--- src/rtl/seg7_pkg.sv ---
// Shared types and constants for the multiplexed 7-segment display path.
// Holds the scan state encoding and a width helper that never returns zero.
package seg7_pkg;

  typedef enum logic [1:0] {
    IDLE  = 2'd0,
    BLANK = 2'd1,
    SHOW  = 2'd2
  } scan_state_t;

  localparam int unsigned BCD_W = 4;
  localparam logic [7:0] SEG_OFF = 8'h00;

  // A one-value counter still needs a 1-bit register.
  function automatic int unsigned clog2_min1(input int unsigned value);
    return (value > 1) ? $clog2(value) : 1;
  endfunction

endpackage

--- src/rtl/seg7_slot_timer.sv ---
// Loadable down-counter timing one scan phase; tc is high while the count sits at zero,
// which marks the final cycle of the phase that loaded it.
module seg7_slot_timer
  import seg7_pkg::*;
#(
  parameter int unsigned MAX_COUNT = 1000,
  localparam int unsigned CNT_W = clog2_min1(MAX_COUNT)
) (
  input  logic             clk,
  input  logic             rst,
  input  logic             clear,
  input  logic             start,
  input  logic [CNT_W-1:0] target,
  output logic [CNT_W-1:0] count,
  output logic             tc
);

  logic [CNT_W-1:0] count_q, count_d;

  always_comb begin
    count_d = count_q;
    if (clear) begin
      count_d = '0;
    end else if (start) begin
      count_d = target;
    end else if (count_q != '0) begin
      count_d = count_q - 1'b1;
    end
  end

  always_ff @(posedge clk) begin
    if (rst) begin
      count_q <= '0;
    end else begin
      count_q <= count_d;
    end
  end

  assign count = count_q;
  assign tc    = (count_q == '0);

endmodule

--- src/rtl/seg7_scan_ctrl.sv ---
// Scans NUM_DIGITS common-cathode positions through one shared BCD decoder, with a dark gap
// before every digit, frame-aligned value updates and optional leading-zero suppression.
module seg7_scan_ctrl
  import seg7_pkg::*;
#(
  parameter int unsigned NUM_DIGITS   = 4,
  parameter int unsigned SHOW_CYCLES  = 1000,
  parameter int unsigned BLANK_CYCLES = 16
) (
  input  logic                        clk,
  input  logic                        rst,
  input  logic                        enable,
  input  logic                        load,
  input  logic [BCD_W*NUM_DIGITS-1:0] bcd_in,
  input  logic                        lz_blank,
  output logic [BCD_W-1:0]            digit_out,
  output logic                        decode_en,
  output logic [NUM_DIGITS-1:0]       digit_sel,
  output logic                        frame_done
);

  localparam int unsigned MAX_CYCLES = (SHOW_CYCLES > BLANK_CYCLES) ? SHOW_CYCLES : BLANK_CYCLES;
  localparam int unsigned CNT_W      = clog2_min1(MAX_CYCLES);
  localparam int unsigned IDX_W      = clog2_min1(NUM_DIGITS);
  localparam int unsigned DATA_W     = BCD_W * NUM_DIGITS;

  localparam logic [IDX_W-1:0] LAST_IDX   = IDX_W'(NUM_DIGITS - 1);
  localparam logic [CNT_W-1:0] SHOW_LAST  = CNT_W'(SHOW_CYCLES - 1);
  localparam logic [CNT_W-1:0] BLANK_LAST = CNT_W'(BLANK_CYCLES - 1);

  scan_state_t       state_q, state_d;
  logic [IDX_W-1:0]  idx_q, idx_d;
  logic [DATA_W-1:0] active_q, active_d;
  logic [DATA_W-1:0] pending_q, pending_d;
  logic              pending_valid_q, pending_valid_d;

  logic              timer_clear, timer_start, timer_tc;
  logic [CNT_W-1:0]  timer_target, timer_count;

  logic              frame_update, idle_exit, upper_zero, lz_suppress, last_show_cycle;
  logic [BCD_W-1:0]  digit_out_d;
  logic              decode_en_d, frame_done_d;
  logic [NUM_DIGITS-1:0] digit_sel_d;

  seg7_slot_timer #(
    .MAX_COUNT (MAX_CYCLES)
  ) u_slot_timer (
    .clk    (clk),
    .rst    (rst),
    .clear  (timer_clear),
    .start  (timer_start),
    .target (timer_target),
    .count  (timer_count),
    .tc     (timer_tc)
  );

  // Sequencing: every state change restarts the slot timer.
  always_comb begin
    state_d      = state_q;
    idx_d        = idx_q;
    timer_clear  = 1'b0;
    timer_start  = 1'b0;
    timer_target = BLANK_LAST;
    frame_update = 1'b0;
    idle_exit    = 1'b0;
    if (!enable) begin
      state_d     = IDLE;
      idx_d       = '0;
      timer_clear = 1'b1;
    end else begin
      unique case (state_q)
        IDLE: begin
          state_d     = BLANK;
          idx_d       = '0;
          timer_start = 1'b1;
          idle_exit   = 1'b1;
        end
        BLANK: begin
          if (timer_tc) begin
            state_d      = SHOW;
            timer_start  = 1'b1;
            timer_target = SHOW_LAST;
          end
        end
        SHOW: begin
          if (timer_tc) begin
            state_d     = BLANK;
            timer_start = 1'b1;
            if (idx_q == LAST_IDX) begin
              idx_d        = '0;
              frame_update = 1'b1;
            end else begin
              idx_d = idx_q + 1'b1;
            end
          end
        end
        default: begin
          state_d     = IDLE;
          idx_d       = '0;
          timer_clear = 1'b1;
        end
      endcase
    end
  end

  // A same-cycle load wins at an update point, so pending_d is always the value to show.
  always_comb begin
    pending_d       = pending_q;
    pending_valid_d = pending_valid_q;
    active_d        = active_q;
    if (load) begin
      pending_d       = bcd_in;
      pending_valid_d = 1'b1;
    end
    if (idle_exit) begin
      active_d        = pending_d;
      pending_valid_d = 1'b0;
    end else if (frame_update) begin
      if (load || pending_valid_q) begin
        active_d = pending_d;
      end
      pending_valid_d = 1'b0;
    end
  end

  // Outputs are computed from next-state values so the registered copies line up with state.
  always_comb begin
    upper_zero = 1'b1;
    for (int k = 0; k < NUM_DIGITS; k++) begin
      if (k >= int'(idx_d) && active_q[k*BCD_W +: BCD_W] != '0) begin
        upper_zero = 1'b0;
      end
    end
    lz_suppress     = lz_blank && (idx_d != '0) && upper_zero;
    last_show_cycle = (idx_d == LAST_IDX) &&
                      (timer_start ? (SHOW_LAST == '0) : (timer_count == CNT_W'(1)));

    digit_sel_d  = '0;
    digit_out_d  = '0;
    decode_en_d  = 1'b0;
    frame_done_d = 1'b0;
    if (state_d == SHOW) begin
      digit_sel_d  = NUM_DIGITS'(1) << idx_d;
      digit_out_d  = active_q[idx_d*BCD_W +: BCD_W];
      decode_en_d  = !lz_suppress;
      frame_done_d = last_show_cycle;
    end
  end

  always_ff @(posedge clk) begin
    if (rst) begin
      state_q         <= IDLE;
      idx_q           <= '0;
      active_q        <= '0;
      pending_q       <= '0;
      pending_valid_q <= 1'b0;
      digit_out       <= '0;
      decode_en       <= 1'b0;
      digit_sel       <= '0;
      frame_done      <= 1'b0;
    end else begin
      state_q         <= state_d;
      idx_q           <= idx_d;
      active_q        <= active_d;
      pending_q       <= pending_d;
      pending_valid_q <= pending_valid_d;
      digit_out       <= digit_out_d;
      decode_en       <= decode_en_d;
      digit_sel       <= digit_sel_d;
      frame_done      <= frame_done_d;
    end
  end

endmodule

--- config.mk ---
export PLATFORM = sky130hd
export DESIGN_NAME = seg7_scan_ctrl
export DESIGN_NICKNAME = d
export VERILOG_FILES = /design/src/rtl/seg7_pkg.sv /design/src/rtl/seg7_slot_timer.sv /design/src/rtl/seg7_scan_ctrl.sv
export SDC_FILE = /design/constraint.sdc
export NUM_CORES = 1
export LEC_CHECK = 0
export BUFFER_PORTS_ARGS = -buffer_cell sky130_fd_sc_hd__buf_4
export CORE_MARGIN = 2
export CORE_UTILIZATION = 55
export DETAILED_ROUTE_END_ITERATION = 12
export HOLD_SLACK_MARGIN = 0.08
export PLACE_DENSITY_LB_ADDON = 0.2
export SETUP_SLACK_MARGIN = 0.5
export SYNTH_ARGS = -nofsm -noshare
export SYNTH_HDL_FRONTEND = slang
export SYNTH_HIERARCHICAL = 1
export SYNTH_SLANG_ARGS = --single-unit
--- constraint.sdc ---
create_clock -name clk -period 3.78 [get_ports clk]
set_input_delay 0.567 -clock clk [delete_from_list [all_inputs] [get_ports clk]]
set_output_delay 0.567 -clock clk [all_outputs]
set_load 0.03 [all_outputs]
Word level (Yosys, flattened, before mapping)
Index checks and enable logic that the tools add are counted.
Widths: inputs -> output; s select.
- add/subtract/negate cells: 2
- magnitude comparators: 3
- equal/unequal tests: 6
- shift-type cells: 2
- mux-type cells: 33
- bitwise gates (word level): 1
- reduce and logical (&&, ||, !) cells: 25
- operators by type and width (cell ; number):
    $mux 16 ; 4
    $mux 10 ; 5
    $reduce_bool 4->1 ; 4
    $shiftx 16x5->4 ; 1
    $mux 1 ; 15
    $mux 2 ; 6
    $eq 10x1->1 const B ; 1
    $logic_not 10->1 ; 1
    $reduce_bool 10->1 ; 1
    $sub 10x1->10 const B ; 1
    $eq 2x2->1 const B ; 4
    $reduce_bool 2->1 ; 4
    $logic_and 1x1->1 ; 6
    $pmux 2 s3 ; 1
    $reduce_or 2->1 ; 3
    $reduce_or 3->1 ; 2
    $ge 1x2->1 const A ; 2
    $pmux 2 s2 ; 1
    $shl 1x2->4 const A ; 1
    $add 2x1->2 const B ; 1
    $eq 2x1->1 const B ; 1
    $ge 2x2->1 const A ; 1
    $logic_not 2->1 ; 1
    $pmux 1 s2 ; 1
    4 further kinds ; 4
- bits in registers: 57
- logic and storage cells: 82

Logic depth before layout (Yosys ltp)
- depth in word-level cells: 13
- mapped depth: 12
- gate-level depth less buffers: 9

By module
Netlist, hierarchy kept.
- by module, submodules not included (module ; times used ; cells an instance ; area an instance (um^2) ; sequential area each (um^2)):
    seg7_scan_ctrl ; 1 ; 190 ; 2042.0 ; 940.9
    seg7_slot_timer ; 1 ; 68 ; 586.8 ; 200.2

Least setup slack after synthesis
OpenSTA, ideal clock, no wires.
- path type: register -> register
- start: reg u_slot_timer.count_q[0], in the netlist u_slot_timer/count[0]
- end: reg digit_out[0]
- setup time: 0.123 ns
- arrival: 2.524 ns
- required time: 3.657 ns
- setup slack: 1.132 ns
- cell stages (with the launch flop): 11
- cells stage by stage: dfxtp_1 > inv_1 > ha_1 > or4b_1 > buf_4 > nor3_4 > buf_4 > mux2_2 > a41oi_4 > nand2b_2 > o22ai_1
- longest elaborated chain between the ends: 7
- RTL lines (what ; RTL line ; text):
    from (decl) ; seg7_slot_timer.sv:18 ; logic [CNT_W-1:0] count_q, count_d;
    from (signal assigned) ; seg7_slot_timer.sv:35 ; count_q <= count_d;
    $logic_not 10->1 * ; seg7_slot_timer.sv:40 ; assign tc = (count_q == '0);
    via timer_tc ; seg7_scan_ctrl.sv:37 ; logic timer_clear, timer_start, timer_tc;
    branches (longest 6 deep; another with $shiftx 16x5->4) ; -- ;
    to (signal assigned) ; seg7_scan_ctrl.sv:167 ; digit_out <= digit_out_d;
    to (decl) ; seg7_scan_ctrl.sv:16 ; output logic [BCD_W-1:0] digit_out,
Mark *: on every way through the listed nets, which the timed path passes.
A chain may end at the register's enable or synchronous reset.

Worst setup path after layout
- start: reg u_slot_timer.count_q[0], in the netlist u_slot_timer/count[0]
- end: reg digit_out[1]
Same word-level chain as after synthesis.

==> results.md <==
- Post-synthesis sequential area ratio: 0.434
- Slew at the pin closest to its max-slew limit: 0.843 ns
- Final worst clock skew: 0.00282 ns
- CTS root buffer: clkbuf_8
- Synth Cell Area: 0.00263 mm^2
- CTS tree: done
- Vias after detailed routing: 1893
- FF+latch count, synth: 57
- Post-route cell area: 0.00303 mm^2
- Outcome: complete, no violations
- FF-to-FF Start: u_slot_timer/count[0]
- Number of antenna violations at the first check in global routing: 0
- Area enclosed by the die boundary: 0.00535 mm^2
- Worst reg2reg path endpoint: digit_out[1]
- Maximum operating frequency: 333 MHz
- Number of max-slew violations in the final report: 0
- Wire length on met2: 2460 um
- Maximum number of pins on one net before global-route repair: 41
- Final Setup Violations: 0
- CP arrival: 3.26 ns
- Total met3 wirelength after detailed routing: 229 um
- Worst endpoint required time: 4.03 ns
- Kind of start point of the critical path: flop
- Hold Crit Class: flop to flop
- Via count of the first global-routing pass: 1767
- Number of distinct library cells after synthesis: 51
- Peak supply drop: 0.409 mV
- Share of layout cells above drive strength 1: 0.219
- Number of nets still failing antenna checks after routing: 0
- Worst-skew pair later-pin latency: 0.33 ns
- Placement Cell Area: 0.00286 mm^2
- Synthesized-area fraction occupied by xor and xnor cells: 0.0133
- Max Fanout on Critical Path: 15
- Max-cap viol count: 0
- Highest routing layer actually used: met4
- Area overhead of the layout relative to synthesis: 15.1%
- Number of levels in the clock H-tree: 3
- Startpoint of the lowest-slack hold path: pending_q[6]
- Synth Instances: 258
- Total congestion overflow: 0
- # nets final: 315
- Clk slew on worst S/H paths: 0.06 ns
- Power Density: 462 mW/mm^2
- Simple-Gate Fraction of Synth Area: 0.213
- Number of enable-type register cells in the synthesized netlist: 0
- Sum of negative setup slack: 0 ns
- Total routing resource utilization after global routing: 0.211
- Crit path setup slack, layout: 0.777 ns
- Count of fill cells added during filler insertion: 409
- Setup repair after global routing missed its margin: no
- Iter 0 DRT Violations: 86
- Reg-to-reg slack, setup: 0.78 ns
- Lkg Pwr: 0.00128 uW
- Largest buffer count on any clock path: 2
- Number of clock buffers inserted by TritonCTS: 9
- Die H: 73.1 um
- Main combinational cell family by area after synthesis: simple AND/OR/NAND/NOR gates
- Antenna Diode Count: 0
- Synthesized-area fraction occupied by ao, oa, aoi and oai cells: 0.0923
- Final critical path time including I/O delays and setup: 3.00 ns
- Post-route DRC: 0
- Vias per Instance: 5.47
- Utilization of the core after routing: 0.649
- IO Pins: 31
- Multiplexer share of the synthesized area: 0.176
- Type of the worst setup path: flop to flop
- Detailed placement HPWL: 3500 um
- Depth of the worst hold-timing path: 2
- Global-route wire length before repair: 8450 um
- Path depth of the worst reg2reg path: 8
- Count of synthesis-stage warnings from yosys: 6
- Routed WL per cell: 14.7 um
- Post-synthesis share of cell area spent on full adders, half adders and majority gates: 0.0286
- Total clock sinks: 57
- Total routed wirelength: 5070 um
- Port Buffers: 30
- Hold Fails Final Rpt: 0
- Endpoint, Worst Hold: pending_q[6]
- Number of iterations in the first detailed-routing pass: 4
- Post-placement setup slack: 0.742 ns
- Effective utilization at floorplan: 0.564
- Area of the core: 0.00466 mm^2
- Final Wtd Congestion: 0.886
- Floorplan die width: 73.1 um
- Syn Area/Cell: 10.2 um^2
- Rel. slew slack: 0.438
- Number of placement rows: 25
- WL met1: 2280 um
- Predominant post-synthesis flop cell: dfxtp_1
- Endpoint class of the critical path: flop
- Share of synthesized flip-flops with an asynchronous set or reset: 0
- Crit share post-route: 0.795
## logic make-up (layout without fill, tap and decap cells)
group	count (synthesis)	in the layout
multiplexers	44	44
other	2	4
adder cells (fa/ha/maj)	6	6
buffers and inverters	22	54
AND/OR/NAND/NOR	94	94
AO/OA/AOI/OAI	29	29
XOR/XNOR	4	4
flip-flops	57	57
## synth_stat cells, types with 2 or more instances
cell type	instances	area [um^2]
and3_1	2	12.5
nor2b_1	18	113
xnor2_1	4	35.0
o22ai_1	4	25.0
mux2_1	10	113
nand4_1	3	18.8
o211a_1	2	20.0
clkbuf_1	3	11.3
or3_1	2	12.5
o21ai_1	2	10.0
o31ai_1	2	15.0
buf_2	5	25.0
nor2_1	29	109
nor4_1	5	31.3
inv_1	8	30.0
conb_1	2	7.51
o21ai_2	2	17.5
a21oi_1	5	25.0
mux2_2	8	90.1
mux2i_1	26	260
o21ai_0	4	20.0
nand2b_1	3	18.8
or4_1	5	37.5
buf_1	2	7.51
ha_1	6	75.1
nand2_1	4	15.0
buf_4	4	30.0
nand3_1	8	40.0
dfxtp_1	57	1140
nand2_2	2	12.5
## worst max-delay path by stage
stage	from	slack (ns)	end
5_1_grt	u_slot_timer/count[0]	0.54	frame_done
4_1_cts	u_slot_timer/count[0]	0.72	digit_out[1]
3_5_place_dp	u_slot_timer/count[0]	0.74	digit_out[1]
6_report	u_slot_timer/count[0]	0.78	digit_out[1]
3_3_place_gp	u_slot_timer/count[0]	0.86	frame_done
2_1_floorplan	u_slot_timer/count[0]	1.13	digit_out[0]
## timing repair
item,in CTS,in global routing
gates resized for setup,0,1
hold buffers,0,0
setup buffers,0,0
setup endpoints to repair,0,3
## per-stage QoR
stage | hold WS [ns] | std cells | power (uW)
after floorplan | 0.462 | 260 | 888
final | 0.501 | 346 | 1400
after global routing | 0.513 | 346 | 1470
after detailed placement | 0.494 | 331 | 938
after global placement | 0.488 | 331 | 933
after CTS | 0.493 | 346 | 1410
## layout make-up
cell class	count	area [um^2]	area share
Multi-Input combinational cell	181	1400	0.462
Sequential cell	57	1140	0.377
Clock buffer	15	156	0.0517
Inverter	8	30.0	0.00992
Timing Repair Buffer	31	233	0.0769
Tap cell	54	67.6	0.0223
## power by group
part | internal [uW] | switching [uW]
logic | 123 | 138
registers | 636 | 29.6
clock network | 253 | 217
## worst max-delay path, stage by stage, from the launching register on
cell	delay, ns
dfxtp_1	0.35
inv_1	0.07
ha_1	0.18
or4b_1	0.60
nor3_4	0.51
mux2i_1	0.24
a2111oi_4	0.60
nand2b_2	0.17
o22ai_1	0.20
## cell usage in the layout, fill, tap and decap left out, drive strengths merged, types with 6 or more instances in the layout
master and count:
dfxtp 57, buf 31, nor2 29, mux2i 26, nor2b 18, mux2 18
clkbuf 15, inv 8, nand3 8, o21ai 8, nor4 7, ha 6
or4 6, nand2 6
## routing by layer
layer / vias up / track usage
met5: - / 0
met4: 0 / 0.105
met3: 8 / 0.0622
met2: 40 / 0.323
met1: 871 / 0.269
li1: 974 / -
## state kept, by name, indices dropped and copies added, names as in the netlist
register and count:
active_q 16, decode_en 1, digit_out 4, digit_sel 4, frame_done 1, idx_q 2
pending_q 16, pending_valid_q 1, state_q 2, u_slot_timer/count 10
Power figures use the tool's default switching activity.
